==> config.mk <==
export PLATFORM = sky130hd
export DESIGN_NAME = spi_slave
export DESIGN_NICKNAME = d
export VERILOG_FILES = /design/src/rtl/spi_pkg.sv /design/src/rtl/sync_ff.sv /design/src/rtl/spi_slave.sv
export SDC_FILE = /design/constraint.sdc
export NUM_CORES = 1
export LEC_CHECK = 0
export ABC_AREA = 1
export CORE_ASPECT_RATIO = 1.5
export CORE_MARGIN = 1.5
export CORE_UTILIZATION = 54
export DETAILED_ROUTE_END_ITERATION = 7
export MAX_ROUTING_LAYER = met4
export PLACE_DENSITY = 0.88
export RECOVER_POWER = 50
export SLEW_MARGIN = 5
export SYNTH_ARGS = -nofsm -noshare
export SYNTH_HDL_FRONTEND = slang
export SYNTH_SLANG_ARGS = --single-unit
==> constraint.sdc <==
create_clock -name clk -period 4.9 [get_ports clk]
set_clock_uncertainty 0.15 [all_clocks]
set_input_delay 0.98 -clock clk [delete_from_list [all_inputs] [get_ports clk]]
set_output_delay 0.98 -clock clk [all_outputs]
set_load 0.005 [all_outputs]
==> src/rtl/spi_pkg.sv <==
// Shared SPI slave definitions: default word size, bit-counter sizing, FSM states.
// Latency: n/a (types and constants only).
// Backpressure: n/a.
package spi_pkg;

  localparam int WORD_W_DEFAULT = 32;

  // Width of a counter that must hold 0 .. w-1 (never narrower than one bit).
  function automatic int cnt_width(input int w);
    return (w > 1) ? $clog2(w) : 1;
  endfunction

  typedef enum logic {
    IDLE  = 1'b0,
    SHIFT = 1'b1
  } state_t;

endpackage

==> src/rtl/sync_ff.sv <==
// Multi-flop synchronizer for one asynchronous input bit, with a selectable reset value.
// Latency: DEPTH clk cycles from input to q.
// Backpressure: none; samples every cycle.
module sync_ff #(
  parameter int   DEPTH   = 2,
  parameter logic RST_VAL = 1'b0
) (
  input  logic clk,
  input  logic rst,
  input  logic d,
  output logic q
);

  logic [DEPTH-1:0] stg;

  // Shift the raw input through DEPTH flops; the last stage is the clean copy.
  always_ff @(posedge clk or posedge rst) begin
    if (rst) begin
      stg <= {DEPTH{RST_VAL}};
    end else begin
      stg <= {stg[DEPTH-2:0], d};
    end
  end

  assign q = stg[DEPTH-1];

endmodule

==> src/rtl/spi_slave.sv <==
// SPI mode-0 slave: oversampled sck/ss/mosi, MSB-first word rx/tx; optional frame_err via SPI_SLAVE_FRAME_ERR_EN.
// Latency: rx_valid rises SYNC_STAGES+2 clk cycles after the clk edge that first registers the last sck rise.
// Backpressure: none; rx_data is overwritten per word and tx_data is taken on each tx_load pulse.
module spi_slave import spi_pkg::*; #(
  parameter int WORD_W      = WORD_W_DEFAULT,
  parameter int SYNC_STAGES = 2
) (
  input  logic              clk,
  input  logic              reset,
  input  logic              sck_in,
  input  logic              ss_in,
  input  logic              mosi,
  output logic              miso,
  output logic [WORD_W-1:0] rx_data,
  output logic              rx_valid,
  input  logic [WORD_W-1:0] tx_data,
  output logic              tx_load,
  output logic              active
`ifdef SPI_SLAVE_FRAME_ERR_EN
  ,
  output logic              frame_err
`endif
);

  // A single-flop "synchronizer" is not metastability-safe, so never go below two.
  localparam int DEPTH = (SYNC_STAGES < 2) ? 2 : SYNC_STAGES;
  localparam int CNT_W = cnt_width(WORD_W);
  localparam logic [CNT_W-1:0] LAST_BIT = CNT_W'(WORD_W - 1);

  logic sck_s, ss_s, mosi_s;
  logic sck_d, ss_d;
  logic sck_rise, sck_fall, ss_rise, ss_fall;

  state_t state, state_nxt;
  logic   enter, leave, rx_shift_en, tx_shift_en, tx_reload;

  logic [CNT_W-1:0]  rx_cnt, tx_cnt;
  logic [WORD_W-1:0] rx_shift, tx_shift;
  logic              word_done, rx_commit;

  sync_ff #(.DEPTH(DEPTH), .RST_VAL(1'b0)) u_sync_sck (.clk(clk), .rst(reset), .d(sck_in), .q(sck_s));
  sync_ff #(.DEPTH(DEPTH), .RST_VAL(1'b1)) u_sync_ss  (.clk(clk), .rst(reset), .d(ss_in),  .q(ss_s));
  sync_ff #(.DEPTH(DEPTH), .RST_VAL(1'b0)) u_sync_mosi(.clk(clk), .rst(reset), .d(mosi),   .q(mosi_s));

  // One more registered copy of sck/ss so edges show up as single-cycle strobes.
  always_ff @(posedge clk or posedge reset) begin
    if (reset) begin
      sck_d <= 1'b0;
      ss_d  <= 1'b1;
    end else begin
      sck_d <= sck_s;
      ss_d  <= ss_s;
    end
  end

  assign sck_rise = sck_s & ~sck_d;
  assign sck_fall = ~sck_s & sck_d;
  assign ss_fall  = ~ss_s & ss_d;
  assign ss_rise  = ss_s & ~ss_d;

  // FSM state register.
  always_ff @(posedge clk or posedge reset) begin
    if (reset) begin
      state <= IDLE;
    end else begin
      state <= state_nxt;
    end
  end

  // Next state and per-cycle strobes; an ss rise pre-empts any sck edge seen in the same cycle.
  always_comb begin
    state_nxt   = state;
    tx_load     = 1'b0;
    enter       = 1'b0;
    leave       = 1'b0;
    rx_shift_en = 1'b0;
    tx_shift_en = 1'b0;
    tx_reload   = 1'b0;
    case (state)
      IDLE: begin
        if (ss_fall) begin
          state_nxt = SHIFT;
          enter     = 1'b1;
          tx_load   = 1'b1;
        end
      end
      SHIFT: begin
        if (ss_rise) begin
          state_nxt = IDLE;
          leave     = 1'b1;
        end else begin
          rx_shift_en = sck_rise;
          if (sck_fall) begin
            if (tx_cnt == LAST_BIT) begin
              tx_reload = 1'b1;
              tx_load   = 1'b1;
            end else begin
              tx_shift_en = 1'b1;
            end
          end
        end
      end
      default: state_nxt = IDLE;
    endcase
  end

  // Shift registers, bit counters and the word-complete pipeline
  // (shift completes -> rx_data written -> rx_valid pulses, one cycle apart each).
  always_ff @(posedge clk or posedge reset) begin
    if (reset) begin
      rx_cnt    <= '0;
      tx_cnt    <= '0;
      rx_shift  <= '0;
      tx_shift  <= '0;
      word_done <= 1'b0;
      rx_commit <= 1'b0;
      rx_data   <= '0;
      rx_valid  <= 1'b0;
    end else begin
      word_done <= 1'b0;
      rx_commit <= word_done;
      rx_valid  <= rx_commit;
      if (word_done) begin
        rx_data <= rx_shift;
      end
      if (enter) begin
        rx_cnt   <= '0;
        tx_cnt   <= '0;
        tx_shift <= tx_data;
      end
      // Partial bits are dropped simply by restarting the count on the next frame.
      if (leave) begin
        rx_cnt <= '0;
      end
      if (rx_shift_en) begin
        rx_shift <= {rx_shift[WORD_W-2:0], mosi_s};
        if (rx_cnt == LAST_BIT) begin
          rx_cnt    <= '0;
          word_done <= 1'b1;
        end else begin
          rx_cnt <= rx_cnt + CNT_W'(1);
        end
      end
      if (tx_reload) begin
        tx_shift <= tx_data;
        tx_cnt   <= '0;
      end else if (tx_shift_en) begin
        tx_shift <= {tx_shift[WORD_W-2:0], 1'b0};
        tx_cnt   <= tx_cnt + CNT_W'(1);
      end
    end
  end

  assign miso   = (state == SHIFT) ? tx_shift[WORD_W-1] : 1'b0;
  assign active = (state == SHIFT);

`ifdef SPI_SLAVE_FRAME_ERR_EN
  // Flag a frame that ends with a partially received word.
  always_ff @(posedge clk or posedge reset) begin
    if (reset) begin
      frame_err <= 1'b0;
    end else begin
      frame_err <= leave && (rx_cnt != '0);
    end
  end
`endif

endmodule

==> After elaboration in Yosys (flattened, before gate mapping) <==
Index checks and enable logic that the tools add are counted.
Widths: inputs -> output; s select.
{ "totals": {"mem_bits_ro": 0, "ramBits": 0, "mem_count": 0, "latchBits": 0, "elab_cells": 58, "output_inout_bits": 36, "regBits": 118, "inputBits": 37} }
{ "classes": {"muxes": 29, "multipliers": 0, "bitwise_logic": 9, "order_cmp": 0, "eq_ne": 2, "reduce_logical": 2, "shifts": 0, "n_div": 0, "addsub": 2} }
{ "ops": {"columns": ["cell", "n"], "rows": [
  ["$mux 32", 3],
  ["$mux 5", 6],
  ["$mux 1", 18],
  ["$add 5x1->5 const B", 2],
  ["$eq 5x5->1 const B", 2],
  ["$reduce_bool 3->1", 2],
  ["$not 1->1", 5],
  ["$and 1x1->1", 4],
  ["$pmux 1 s2", 2]
]} }

==> Logic depth before layout (Yosys ltp) <==
{ "logic_depth": {"word_depth": 7, "depth_mapped": 9, "depth_no_buf": 9} }

==> Modules after synthesis <==
A second synthesis with hierarchy kept.
{ "hier_totals": {"hier_cells": 510, "area_unflattened_um2": 4825.9} }
{ "by_module_without_submodules": {"columns": ["module", "cells_per_inst", "seq_area_each_um2", "area_per_inst_um2", "instances"], "rows": [
  ["spi_slave", 501, 2803.9, 4662.0, 1],
  ["sync_ff at u_sync_mosi ...", 3, 50.0, 53.8, 2],
  ["sync_ff at u_sync_ss", 3, 52.6, 56.3, 1]
]} }

==> Worst setup path after synthesis <==
Ideal clock, no wire load.
{ "synth_timing": {"path_kind": "reg2out", "startpoint": "register tx_cnt[0]", "endpoint": "output port tx_load", "n_path_buf": 1, "t_required_ps": 3770, "arrival_ps": 1352, "path_stages_with_launch": 8, "setup_slack_ps": 2418, "cell_sequence": "dfrtp_1 -> ha_1 -> nand2_1 -> nor2_1 -> ha_1 -> nand3_1 -> o21ai_2 -> buf_2"} }
{ "synth_via": {"elab_chain_cells": 5} }
{ "synth_lines": {"columns": ["element", "line", "text"], "rows": [
  ["start, declared", "spi_slave.sv:37", "logic [CNT_W-1:0] rx_cnt, tx_cnt;"],
  ["start signal, assigned", "spi_slave.sv:149", "tx_cnt <= tx_cnt + CNT_W'(1);"],
  ["$eq 5x5->1", "spi_slave.sv:94", "if (tx_cnt == LAST_BIT) begin"],
  ["$mux 1", "spi_slave.sv:94", null],
  ["$mux 1", "spi_slave.sv:93", "if (sck_fall) begin"],
  ["$mux 1", "spi_slave.sv:88", "if (ss_rise) begin"],
  ["$pmux 1 s2", "spi_slave.sv:79", "case (state)"],
  ["end, declared", "spi_slave.sv:17", "output logic tx_load,"]
]} }
No other way between the ends.

==> Final worst setup path <==
{ "layout_timing": {"startpoint": "register ss_d", "endpoint": "output port tx_load"} }
{ "layout_via": {"elab_chain_cells": 4, "elab_cells_between_ends": 6, "classes_between": "3 x mux; 3 x bitwise"} }
{ "layout_lines": {"columns": ["element", "line", "text"], "rows": [
  ["start, declared", "spi_slave.sv:31", "logic sck_d, ss_d;"],
  ["start signal, assigned", "spi_slave.sv:52", "ss_d <= ss_s;"],
  ["$not 1->1", "spi_slave.sv:59", "assign ss_rise = ss_s & ~ss_d;"],
  ["$and 1x1->1", "spi_slave.sv:59", null],
  ["$mux 1", "spi_slave.sv:88", null],
  ["$pmux 1 s2 (*)", "spi_slave.sv:79", null]
]} }
Every way passes the cells marked *; elsewhere a longest branch is shown, timed or not.

==> summary by stage <==
Global route
The first global-routing pass estimated 16940 microns of wire. Global routing finished with a remaining overflow of 0. The via count of the first global-routing pass came to 3677. For this run, the total global-route usage over all layers was measured as 0.2350. Entering global routing, the biggest net connects 78 pins. The initial antenna violation count is 0.

STA
The number of max-slew violations in the final report is 105. At the pin with the least slew margin, the transition time is 1.900 ns. Static timing analysis puts the maximum clock frequency at 0.2405 GHz.

The clock period could shrink to 4.158 ns. The setup TNS is 0 ns. The number of endpoints with negative hold slack in the final report is 0. Setup violations remaining at the end of the flow were counted as 0. The part of the cycle the worst path needs is 0.8487.

Setup repair after global routing left no endpoint under its margin. Headroom to the max-slew limit came out at -0.2665.

Pwr
The worst supply voltage drop on vdd is around 320 uV. In this run the power density over the cells is 428.9 nW/um^2. The leakage power of the design is 2.806 nW.

Worst setup path
The type of element capturing the critical path is a primary output. The critical path class is flip-flop to primary output. For this design, the slowest cell found on the critical path is nand2_1.

The kind of launch point of the worst setup path is a flip-flop. The delay of the slowest cell on the worst path is 0.81 ns. The critical path required time is 3.77 ns.

Of all nets on the critical path, the largest fanout is 35. Walking the worst path, the cells encountered are inv_2, nand2_1, nand2_2, o21ai_2, buf_4, clkdlybuf4s50_1. The data arrival time of the critical path is 3.03 ns. The worst register-to-register path has a setup slack of 1.22 ns. The number of cells on the worst reg-to-reg path is 7.

Clocking
Hold repair after CTS inserted 0 buffers. The tree is rooted in a clkbuf_16. The number of clock sinks seen by CTS is roughly 120. Once the clock tree was built, the setup fixing pass inserted 0 buffers. In this run the number of H-tree levels came out at 4. The maximum clock insertion buffer count is 2. TritonCTS created 17 clock buffers.

Clock latency on the worst-skew pair, taken at its later pin, is around 0.4 ns. Once the clock tree was built, the resizer swapped 0 gates to a different size. The CTS tree is done. Clock-pin slew was measured on the worst setup and hold paths at approximately 0.060 ns.

Floorplanning
The core region is approximately 8700 sq um. The die is 80.06 microns wide. The number of primary I/O pins is 73.

The vertical extent of the die is 118.6 microns. In this run the core area contains 42 standard-cell rows. The starting utilization of the core area is 0.5513. The die covers around 9500 sq um.

Logic synthesis
During synthesis, Yosys emitted a total of 0 warnings. The number of distinct standard cells referenced by the synthesized netlist is 29. The mapped netlist covers 4810 sq um. The average instance in the mapped netlist occupies 9.486 sq um.

The number of nets produced by synthesis is roughly 550. For this run, the leading register cell type out of synthesis is dfrtp_1. The count of mapped cells out of synthesis is 507.

The total of flip-flops plus latches after synthesis is 118. The synthesized design contains 0 enable-type register cells. For this run, the register share of the synthesized area comes to 0.6147. The async set-or-reset flop fraction in the synthesized netlist is 1.000.

Routing
Routed signal wires occupy layers up through met4. The count of nets left with antenna violations once routing finished came out at 0. The number of detailed-route iterations in the first pass is 4. Across all layers, the routed design uses 3775 vias. The number of remaining DRC errors is 0. The wire length on met2 is 5223 microns.

The detailed-route wire length is around 10000 microns. For this block, the initial DRC count from the detailed router was 220. After detailed routing, the number of vias per cell comes to 5.439. The routed design uses 573 microns of met3 wire. The total routed wire length on the met1 layer is 4317 microns. In the final routed layout, each cell accounts on average for 14.73 microns.

Layout
The area growth from synthesis to layout is 26.95%. Measured on the finished design, the core utilization comes to 0.6999. The number of inserted diodes is 0.

The layout has around 630 filler cells. The final layout net count is ~610. Of the cells placed in the final design, the portion with a size suffix greater than 1 is 0.07877.

Once layout is complete, the cells apart from fillers number 694.

Hold path
The cell depth of the worst hold path is 0. The class of the most critical hold timing path is flip-flop to flip-flop.

Placed design
The cell count after placement is 662. Port buffering added 72 buffers. Detailed placement ended at an HPWL of 6024 microns. The congestion estimate from routability-driven global placement came to 0.7677.

Flow run
Across the run, the number of max-cap violations was 2.

Status
The flow ran to the end, but the final reports show violations. The final reports fail on max-capacitance violations, max-slew violations.
[cell usage in the layout, fill, tap and decap left out]
cell type and count:
clkinv_4 1, buf_4 5, nand3_1 72, nand4_2 1
or2_2 1, mux2_2 1, inv_4 1, dfstp_1 2
o21ai_0 35, xnor2_1 1, a21oi_1 31, clkbuf_1 3
nand4_1 34, dlygate4sd3_1 4, xor2_1 1, inv_1 40
bufinv_16 1, o21ai_2 1, nand2_2 1, clkdlybuf4s50_1 68
nor3_2 1, nand2_1 91, clkinvlp_4 4, nor2_1 37
inv_2 1, ha_1 4, inv_6 8, nand3b_2 1
dfrtp_1 115, dfstp_2 1, clkbuf_16 17
[through the flow]
step	total power [W]	area, sq um	hold slack [ns]	setup WS (ns)
3_5_place_dp	0.001461	5564	0.1902	1.743
2_1_floorplan	0.001364	4810	0.1812	0.6458
4_1_cts	0.002647	6132	0.2045	1.309
5_1_grt	0.002739	6106	0.2144	0.5895
3_3_place_gp	0.001439	5564	0.1828	1.794
6_report	0.002619	6106	0.2025	0.7416
[cells in the mapped netlist (3+ instances only)]
cell      number  share of area
dfrtp_1      115           0.60
nand2_1       90          0.070
nand3_1       72          0.075
inv_1         41          0.032
nor2_1        35          0.027
nand4_1       34          0.044
o21ai_0       34          0.035
a21oi_1       31          0.032
clkbuf_1      18          0.014
buf_2         11          0.011
ha_1           4          0.010
buf_4          3         0.0047
dfstp_2        3          0.016
[final timing paths]
path / from / end
worst min register to register: u_sync_mosi.stg[0]$_DFF_PP0_ / u_sync_mosi.stg[1]$_DFF_PP0_
max in group asynchronous: reset / tx_shift[17]$_DFFE_PP0P_
worst min-delay path: u_sync_mosi.stg[0]$_DFF_PP0_ / u_sync_mosi.stg[1]$_DFF_PP0_
worst max register to register: ss_d$_DFF_PP1_ / rx_shift[14]$_DFFE_PP0P_
min in group asynchronous: reset / tx_shift[23]$_DFFE_PP0P_
worst max-delay path: ss_d$_DFF_PP1_ / tx_load
[layer usage]
layer  vias to the layer above  GRT usage
met5                         -          -
met2                       120     0.3619
met3                        12    0.07336
met1                      1826     0.2956
met4                         0    0.07759
li1                       1817          -
[where the power goes]
part	switching [W]	leakage [nW]	total [W]	internal, W
registers	0.0000729	1.57	0.00117	0.00110
logic	0.000159	0.972	0.000272	0.000114
clock network	0.000467	0.266	0.00118	0.000710
total	0.000698	2.81	0.00262	0.00192
[cell type report]
class / count / area (sq um) / area share
Inverter: 42 / 160.2 / 0.02623
Clock inverter: 14 / 138.9 / 0.02275
Clock buffer: 18 / 429.2 / 0.07029
Multi-Input combinational cell: 313 / 1518 / 0.2486
Timing Repair Buffer: 79 / 765.7 / 0.1254
Sequential cell: 118 / 2957 / 0.4842
Tap cell: 110 / 137.6 / 0.02254
[flip-flops by register name, summed over array words and instances (netlist names)]
signal / count
rx_valid: 1
rx_commit: 1
sck_d: 1
word_done: 1
u_sync_sck.stg: 2
tx_shift: 32
ss_d: 1
rx_cnt: 5
rx_data: 32
rx_shift: 32
u_sync_mosi.stg: 2
tx_cnt: 5
active: 1
u_sync_ss.stg: 2
[critical path: cells and delay by family (launching register included)]
kind | cells | cell delay, ns
and+or+nand+nor | 2 | 0.98
buffers and inverters | 3 | 0.92
DFF | 1 | 0.55
AOI/OAI and AO/OA | 1 | 0.17
[cell families (layout without fill, tap and decap cells)]
family,count (synthesis),after routing,share of synthesized area
buf+inv,76,153,0.06607
fa+ha+maj,4,4,0.01041
mux,1,1,0.002341
xor+xnor,2,2,0.003643
flops,118,118,0.6147
simple gates,239,239,0.2323
compound gates,67,67,0.07050
Power figures use the tool's default switching activity.
